`config.mk`:
```
export PLATFORM = sky130hd
export DESIGN_NAME = oam_dma
export DESIGN_NICKNAME = d
export VERILOG_FILES = /design/src/rtl/oam_dma_pkg.sv /design/src/rtl/dma_rd_pipe.sv /design/src/rtl/oam_dma.sv
export SDC_FILE = /design/constraint.sdc
export NUM_CORES = 1
export LEC_CHECK = 0
export BUFFER_PORTS_ARGS = -buffer_cell sky130_fd_sc_hd__clkbuf_2
export CAP_MARGIN = 10
export CORE_UTILIZATION = 25
export DETAILED_ROUTE_END_ITERATION = 10
export GPL_TIMING_DRIVEN = 0
export PLACE_DENSITY_LB_ADDON = 0.15
export SYNTH_ARGS = -nofsm -noshare
export SYNTH_HDL_FRONTEND = slang
export SYNTH_SLANG_ARGS = --single-unit
```
`constraint.sdc`:
```
create_clock -name clk -period 1.3 [get_ports clk]
set_input_delay 0.065 -clock clk [delete_from_list [all_inputs] [get_ports clk]]
set_output_delay 0.065 -clock clk [all_outputs]
set_load 0.02 [all_outputs]
```
`src/rtl/oam_dma_pkg.sv`:
```
// Shared bus constants and DMA state type for the OAM DMA engine.
package oam_dma_pkg;

   localparam logic [15:0] DMA_REG_ADDR   = 16'hFF46;
   localparam logic [15:0] OAM_BASE       = 16'hFE00;
   localparam int unsigned OAM_DMA_NBYTES = 160;

   typedef enum logic [1:0] {
      IDLE,
      XFER,
      DRAIN
   } dma_state_t;

   // Writes of 0xE0..0xFF source from work RAM through the echo region.
   function automatic logic [7:0] fold_src_hi(input logic [7:0] v);
      return (v >= 8'hE0) ? v - 8'h20 : v;
   endfunction

endpackage

```
`src/rtl/dma_rd_pipe.sv`:
```
// RD_LAT-deep valid/index shift register tracking reads in flight; flush_i clears all valids.
module dma_rd_pipe #(
   parameter int unsigned RD_LAT = 1
) (
   input  logic              clk,
   input  logic              rst_n,
   input  logic              flush_i,
   input  logic              push_vld_i,
   input  logic [7:0]        push_idx_i,
   output logic [RD_LAT-1:0] vld_o,
   output logic [7:0]        exit_idx_o
);

   logic [RD_LAT-1:0] vld_q;
   logic [7:0]        idx_q [RD_LAT];

   always_ff @(posedge clk or negedge rst_n) begin
      if (!rst_n) begin
         vld_q <= '0;
         for (int unsigned i = 0; i < RD_LAT; i++) idx_q[i] <= '0;
      end else begin
         if (flush_i) begin
            vld_q <= '0;
         end else begin
            vld_q[0] <= push_vld_i;
            for (int unsigned i = 1; i < RD_LAT; i++) vld_q[i] <= vld_q[i-1];
         end
         idx_q[0] <= push_idx_i;
         for (int unsigned i = 1; i < RD_LAT; i++) idx_q[i] <= idx_q[i-1];
      end
   end

   assign vld_o      = vld_q;
   assign exit_idx_o = idx_q[RD_LAT-1];

endmodule

```
`src/rtl/oam_dma.sv`:
```
// OAM DMA engine: copies NBYTES from {src_hi,8'h00} into OAM through two mem_if master ports.
// Define OAM_DMA_PACED_EN to issue one byte per tick instead of one per clk.
module oam_dma
   import oam_dma_pkg::*;
#(
   parameter int unsigned RD_LAT = 1,
   parameter int unsigned NBYTES = OAM_DMA_NBYTES
) (
   input  logic        clk,
   input  logic        rst_n,
   input  logic        tick,
   input  logic        reg_we,
   input  logic [7:0]  reg_wdata,
   output logic [7:0]  reg_rdata,
   output logic        busy,
   output logic [15:0] src_addr_select,
   output logic [7:0]  src_write_value,
   output logic        src_write_enable,
   input  logic [7:0]  src_read_out,
   output logic [7:0]  oam_addr_select,
   output logic [7:0]  oam_write_value,
   output logic        oam_write_enable,
   input  logic [7:0]  oam_read_out
);

   dma_state_t        state_q;
   logic [7:0]        idx_q;
   logic [7:0]        src_hi_q;
   logic [7:0]        reg_rdata_q;
   logic [15:0]       src_addr_q;
   logic [15:0]       src_addr_d;
   logic              busy_q;
   logic              slot;
   logic              issue;
   logic              pend;
   logic              exit_we;
   logic [RD_LAT-1:0] pipe_vld;
   logic [7:0]        exit_idx;
   logic              unused_oam_rd;

`ifdef OAM_DMA_PACED_EN
   assign slot = tick;
`else
   logic unused_tick;
   assign unused_tick = tick;
   assign slot        = 1'b1;
`endif

   assign unused_oam_rd = ^oam_read_out;

   // A restart write takes the cycle: no issue, and the exiting read is dropped.
   assign issue      = (state_q == XFER) && slot && !reg_we;
   assign src_addr_d = issue ? {src_hi_q, idx_q} : src_addr_q;
   assign exit_we    = pipe_vld[RD_LAT-1] && !reg_we;

   // Entries behind the exit stage keep the pipeline busy past this cycle.
   always_comb begin
      pend = 1'b0;
      for (int unsigned i = 0; i + 1 < RD_LAT; i++) pend = pend | pipe_vld[i];
   end

   always_ff @(posedge clk or negedge rst_n) begin
      if (!rst_n) begin
         state_q     <= IDLE;
         idx_q       <= '0;
         src_hi_q    <= '0;
         reg_rdata_q <= '0;
         src_addr_q  <= '0;
         busy_q      <= 1'b0;
      end else begin
         src_addr_q <= src_addr_d;
         if (reg_we) begin
            state_q     <= XFER;
            src_hi_q    <= fold_src_hi(reg_wdata);
            reg_rdata_q <= reg_wdata;
            idx_q       <= '0;
            busy_q      <= 1'b1;
         end else begin
            case (state_q)
               IDLE: busy_q <= 1'b0;
               XFER: begin
                  if (issue) begin
                     idx_q <= idx_q + 8'd1;
                     if (idx_q == 8'(NBYTES - 1)) state_q <= DRAIN;
                  end
               end
               DRAIN: begin
                  if (!pend) begin
                     state_q <= IDLE;
                     busy_q  <= 1'b0;
                  end
               end
               default: begin
                  state_q <= IDLE;
                  busy_q  <= 1'b0;
               end
            endcase
         end
      end
   end

   dma_rd_pipe #(
      .RD_LAT(RD_LAT)
   ) u_pipe (
      .clk       (clk),
      .rst_n     (rst_n),
      .flush_i   (reg_we),
      .push_vld_i(issue),
      .push_idx_i(idx_q),
      .vld_o     (pipe_vld),
      .exit_idx_o(exit_idx)
   );

   assign reg_rdata        = reg_rdata_q;
   assign busy             = busy_q;
   assign src_addr_select  = src_addr_d;
   assign src_write_value  = '0;
   assign src_write_enable = 1'b0;
   assign oam_write_enable = exit_we;
   assign oam_addr_select  = exit_we ? exit_idx : '0;
   assign oam_write_value  = exit_we ? src_read_out : '0;

endmodule

```
Yosys cells after proc, flatten, opt, wreduce, memory -nomap -nowiden
Index checks and enable logic that the tools add are counted.
Word-level totals
  word-level logic and storage cells: 39
  input bits: 28
  flip-flop bits (word level): 52
Cells by class
  reduce and logical (&&, ||, !) cells: 8
  magnitude comparators: 1
  muxes and demuxes: 14
  equal/unequal tests: 6
  add/sub/neg operators: 2
Operators with widths (count)
  8-bit two-way mux: 6
  16-bit two-way mux: 1
  8-bit by 1-bit adder with 8-bit output (second input constant): 1
  8-bit == test (second input constant): 1
  8-bit >= comparator (second input constant): 1
  8-bit by 6-bit subtractor with 8-bit output (second input constant): 1
  2-bit two-way mux: 3
  2-bit != test (second input constant): 2
  2-bit case mux with 2 select lines: 1
  2-bit nonzero test: 2
  1-bit two-way mux: 3
  3-bit by 2-bit != test with 1-bit output (second input constant): 1
  3-bit != test (second input constant): 1
  3-bit AND reduction: 1
  2-bit by 1-bit == test with 1-bit output (second input constant): 1
  1-bit logical AND: 2
  2-bit logical NOT: 1
  2-bit AND reduction: 1
  1-bit logical NOT: 1

Depth between registers and ports, before layout
  word-level depth: 5
  gate-level depth with buffers: 6
  gate-level depth less buffers: 5

Hierarchy
Synthesis repeated with hierarchy kept, for this count alone.
Second synthesis, totals
  cell total of the unflattened synthesis: 161
  area total of the unflattened synthesis: 2030.7 um^2
By module, submodules not included
  oam_dma: sequential area each 950.9 um^2, instances 1, cells each 151, area each 1791.7 um^2
  dma_rd_pipe: sequential area each 225.2 um^2, instances 1, cells each 10, area each 239.0 um^2

Least setup slack after synthesis
OpenSTA, ideal clock, no wires.
  path type: flip-flop to flip-flop
  start: register state_q[0]
  end: register src_addr_q[10]
  library setup time: 0.139 ns
  stages on the path, launching flop included: 7
  data arrival time: 1.335 ns
  slack: -0.175 ns
  period minus slack after synthesis: 1.475 ns
  data required time: 1.161 ns
  path buffers: 3
  cells stage by stage: dfrtp_1 -> nor2b_4 -> buf_6 -> nor2b_4 -> buf_6 -> buf_12 -> mux2_4
On the way
  cells in the longest elaborated chain, start to end: 3
RTL lines
  start: declaration: RTL line oam_dma.sv:26  | dma_state_t state_q;
  start signal: assignment: RTL line oam_dma.sv:64  | state_q <= IDLE;
  start signal: assignment: RTL line oam_dma.sv:73  | state_q <= XFER;
  start signal: assignment: RTL line oam_dma.sv:84  | if (idx_q == 8'(NBYTES - 1)) state_q <= DRAIN;
  2-bit by 1-bit == test with 1-bit output: RTL line oam_dma.sv:52  | assign issue = (state_q == XFER) && slot && !reg_we;
  1-bit logical AND: RTL line oam_dma.sv:52
  16-bit two-way mux: RTL line oam_dma.sv:53  | assign src_addr_d = issue ? {src_hi_q, idx_q} : src_addr_q;
  via src_addr_select[10]: RTL line oam_dma.sv:16  | output logic [15:0] src_addr_select,
  end signal: assignment: RTL line oam_dma.sv:71  | src_addr_q <= src_addr_d;
  end: declaration: RTL line oam_dma.sv:30  | logic [15:0] src_addr_q;
The timed path passes the listed nets, and every way through them passes these cells.
A chain may end at the register's enable or synchronous reset.

Worst setup path after layout
  start: register state_q[1]
  end: output port src_addr_select[6]
On the way
  cells in the longest elaborated chain, start to end: 3
RTL lines (RTL line)
  2-bit by 1-bit == test with 1-bit output: oam_dma.sv:52
  1-bit logical AND: oam_dma.sv:52
  16-bit two-way mux: oam_dma.sv:53
  end: declaration: oam_dma.sv:16
No other way between the ends.

==> run_results.csv <==
group,metric,value,unit
outcome,status,"finished, violations left",
outcome,violations,"setup timing",
timing,max_freq,542,MHz
pwr,switchingPower,867,uW
route,drt-initial-drc-count,25,
worst_setup_path,path_class,"flip-flop to primary output",
worst_hold_path,holdPathStages,2,
cells_and_area,n_fill_cell,767,
die,die_height,93.2,um
pwr,power_frac_seq,46.3,%
timing,final-hold-violation-count,0,
synthesis,mappedNetlistArea,2080,sq um
timing,setup_viol,37,
clocking,numCtsBuffers,5,
route,drt-total-wl,4.29,mm
clocking,clkTransAtPathRegs,0.09,ns
global_route,grt_use_total,9.89,%
timing,period_share,142,%
worst_setup_path,critPathMaxStageDelay,0.41,ns
route,ant_nets,0,
place,dp_hpwl,2.75,mm
cells_and_area,layout_common_cells,"dfrtp_1 (46), clkbuf_2 (28), buf_4 (26)",
worst_setup_path,arrival,1.78,ns
worst_setup_path,startpoint_type,"flip-flop",
worst_setup_path,ff2ff_path_depth,6,
cells_and_area,final_common_cell,"dfrtp_1",
flow_run,max-cap-violations,0,
route,dr.pass1.iters,4,
cells_and_area,post-route-util,40.8,%
global_route,antenna_found_initial,0,
place,port_buffers,59,
global_route,grt_pass1_vias,1370,
worst_setup_path,cp_cell_sequence,"nor2b_4, nor2b_4, buf_8, buf_12, buf_12, mux2_4, buf_8",
timing,rsz0062_at_grt,"true",
route,vias_per_cell,4.10,
cells_and_area,num-nets-final,286,
route,drc,0,
route,vias,1472,
synthesis,ys_seq_elements,47,
clocking,cts_tree,"built",
die,rows,32,
worst_setup_path,critPathSlowestCell,"dfrtp_1",
worst_setup_path,critPathRequiredTime,1.24,ns
global_route,grt_remaining_overflow,0,
pwr,total_power,3470,uW
synthesis,ys_types,31,
die,initial_utilization,26.3,%
timing,worst_slack,-0.545,ns
cells_and_area,syn_to_final_growth,54.8,%
pwr,power.density,1080,nW/um^2
pwr,vdd_drop_max,682,uV
place,place_congestion,0.666,
worst_hold_path,hp-start,"reg_wdata[7]",
clocking,root_buffer,"clkbuf_8",
timing,tightest_slew,0.603,ns
timing,report.final.slew_viol_count,0,
timing,period_needed,1.84,ns
global_route,grt_max_degree,48,
route,wl_per_cell,11.9,um
worst_setup_path,reg2reg_from,"state_q[1]",
synthesis,synthCells,160,
worst_hold_path,hold_end,"reg_rdata[7]",
timing,relSlewSlack,59.8,%
die,coreArea,7890,sq um
worst_setup_path,worstSetupEndpointType,"primary output",
die,num_io_pins,79,
worst_setup_path,r2r-end,"src_addr_q[7]",
clocking,clock_latency,0.30,ns
die,die_x,93.2,um
timing,finalClockSkew,0.00797,ns
cells_and_area,drive_gt1_share,61.5,%
synthesis,seq_area_frac_synth,56.6,%
synthesis,yosysWarnings,0,
pwr,p_int,2600,uW
global_route,grt_first_pass_wirelength,6.65,mm
clocking,htree_levels,2,
synthesis,avgSynthCellArea,13.0,sq um
worst_setup_path,critPathBufInv,4,
pwr,p_leak,0.00160,uW
worst_setup_path,path_max_fanout,5,
pwr,switching_share,25.0,%
cells_and_area,antenna_cells,0,
die,dieArea,8680,sq um
clocking,cts_buffer_depth,2,
clocking,clock_sinks,47,
worst_setup_path,r2r_slack,-0.17,ns
pwr,combPwrFrac,22.1,%
pwr,power_frac_clock,31.6,%
worst_setup_path,cp_top_family,"buffers and inverters",
worst_hold_path,worst_hold_path_type,"primary input to flip-flop",
==> sequential cells by signal, summed over array words and instances (netlist names) <==
| name | count |
|---|---|
| src_addr_q | 16 |
| u_pipe.exit_idx_o | 8 |
| src_hi_q | 8 |
| reg_rdata | 3 |
| idx_q | 8 |
| state_q | 2 |
| u_pipe.vld_o | 1 |
| busy | 1 |
==> cell families after synthesis <==
kind of cell	share of synthesized area (%)
other cells	0.181
simple gates	12.4
buf+inv	9.34
mux	15.7
fa+ha+maj	1.20
compound gates	3.74
xor+xnor	0.844
flops	56.6
==> what timing repair did <==
action / 4_1_cts / 5_1_grt
hold buffers: 5 / 1
gates cloned: 1 / 1
pin swaps: 8 / 17
buffers inserted: 11 / 4
setup endpoints to repair: 53 / 56
resized for setup: 29 / 103
hold endpoints to repair: 5 / 18
==> per-layer routing <==
metal | GRT usage (%) | wire length [um]
met5 | 0 | 0
met3 | 3.74 | 324
met1 | 12.3 | 1840
met4 | 2.69 | 36
met2 | 16.1 | 2080
==> metrics by stage <==
step | instance area (sq um) | worst slack (ns) | hold slack, ns | cells | TNS (ns)
CTS | 2950 | -0.658 | 0.0279 | 354 | -20.00
floorplan | 2110 | -0.175 | -0.231 | 168 | -3.39
global placement | 2530 | -0.333 | 0.300 | 329 | -9.13
global route | 3210 | -0.630 | 0.0598 | 359 | -13.10
detailed placement | 2530 | -0.349 | 0.300 | 329 | -9.87
finish | 3210 | -0.545 | 0.0606 | 359 | -9.92
==> cells in the mapped netlist <==
cell       n  share of area [%]
a31oi_1    1               0.30
nor2b_4    2                1.3
mux2i_1    1               0.48
nand3b_1   1               0.36
buf_2      1               0.24
conb_1     1               0.18
nand4_1    1               0.30
nor2_1     5               0.90
or4_1      1               0.36
mux2_4     9                6.5
a21o_2     1               0.42
o21ai_0    6                1.4
buf_6      3                1.6
inv_1      6                1.1
ha_1       2                1.2
mux2_2    16                8.7
nand2_1    2               0.36
nor4_1     1               0.30
buf_12     1               0.96
a21oi_1    5                1.2
xnor2_1    2               0.84
nand4b_1   2               0.84
and2_1    16                4.8
or3_1      4                1.2
nand3_1    4               0.96
buf_4     14                5.1
o31ai_1    1               0.36
dfrtp_1   47                 57
clkbuf_1   2               0.36
nor2b_1    1               0.30
and2_2     1               0.36
==> power groups by stage <==
stage          registers (uW)  logic [uW]  clock network, uW
2_1_floorplan            1640         368                  0
3_3_place_gp             1640         549                  0
3_5_place_dp             1640         551                  0
4_1_cts                  1610         685               1150
5_1_grt                  1620         828               1210
6_report                 1610         768               1100
==> worst max-delay path by stage <==
| stage | depth (start not counted) | from | slack [ns] | to |
|---|---|---|---|---|
| 6_report | 7 | state_q[1] | -0.54 | src_addr_select[6] |
| 5_1_grt | 7 | state_q[1] | -0.63 | src_addr_select[13] |
| 4_1_cts | 8 | state_q[0] | -0.66 | src_addr_select[6] |
| 3_5_place_dp | 7 | state_q[0] | -0.35 | src_addr_select[6] |
| 3_3_place_gp | 7 | state_q[0] | -0.33 | src_addr_select[6] |
| 2_1_floorplan | 6 | state_q[0] | -0.17 | src_addr_q[10] |
==> cell type report <==
type / count / area, sq um / area share [%]
multi-input combinational: 94 / 845 / 26.3
clock buffer: 6 / 82.6 / 2.57
tap: 102 / 128 / 3.97
clock inverter: 2 / 35.0 / 1.09
inverter: 6 / 22.5 / 0.701
timing repair buffer: 82 / 753 / 23.4
sequential: 47 / 1180 / 36.6
buffer: 20 / 171 / 5.33
(Power assumes the default switching activity.)
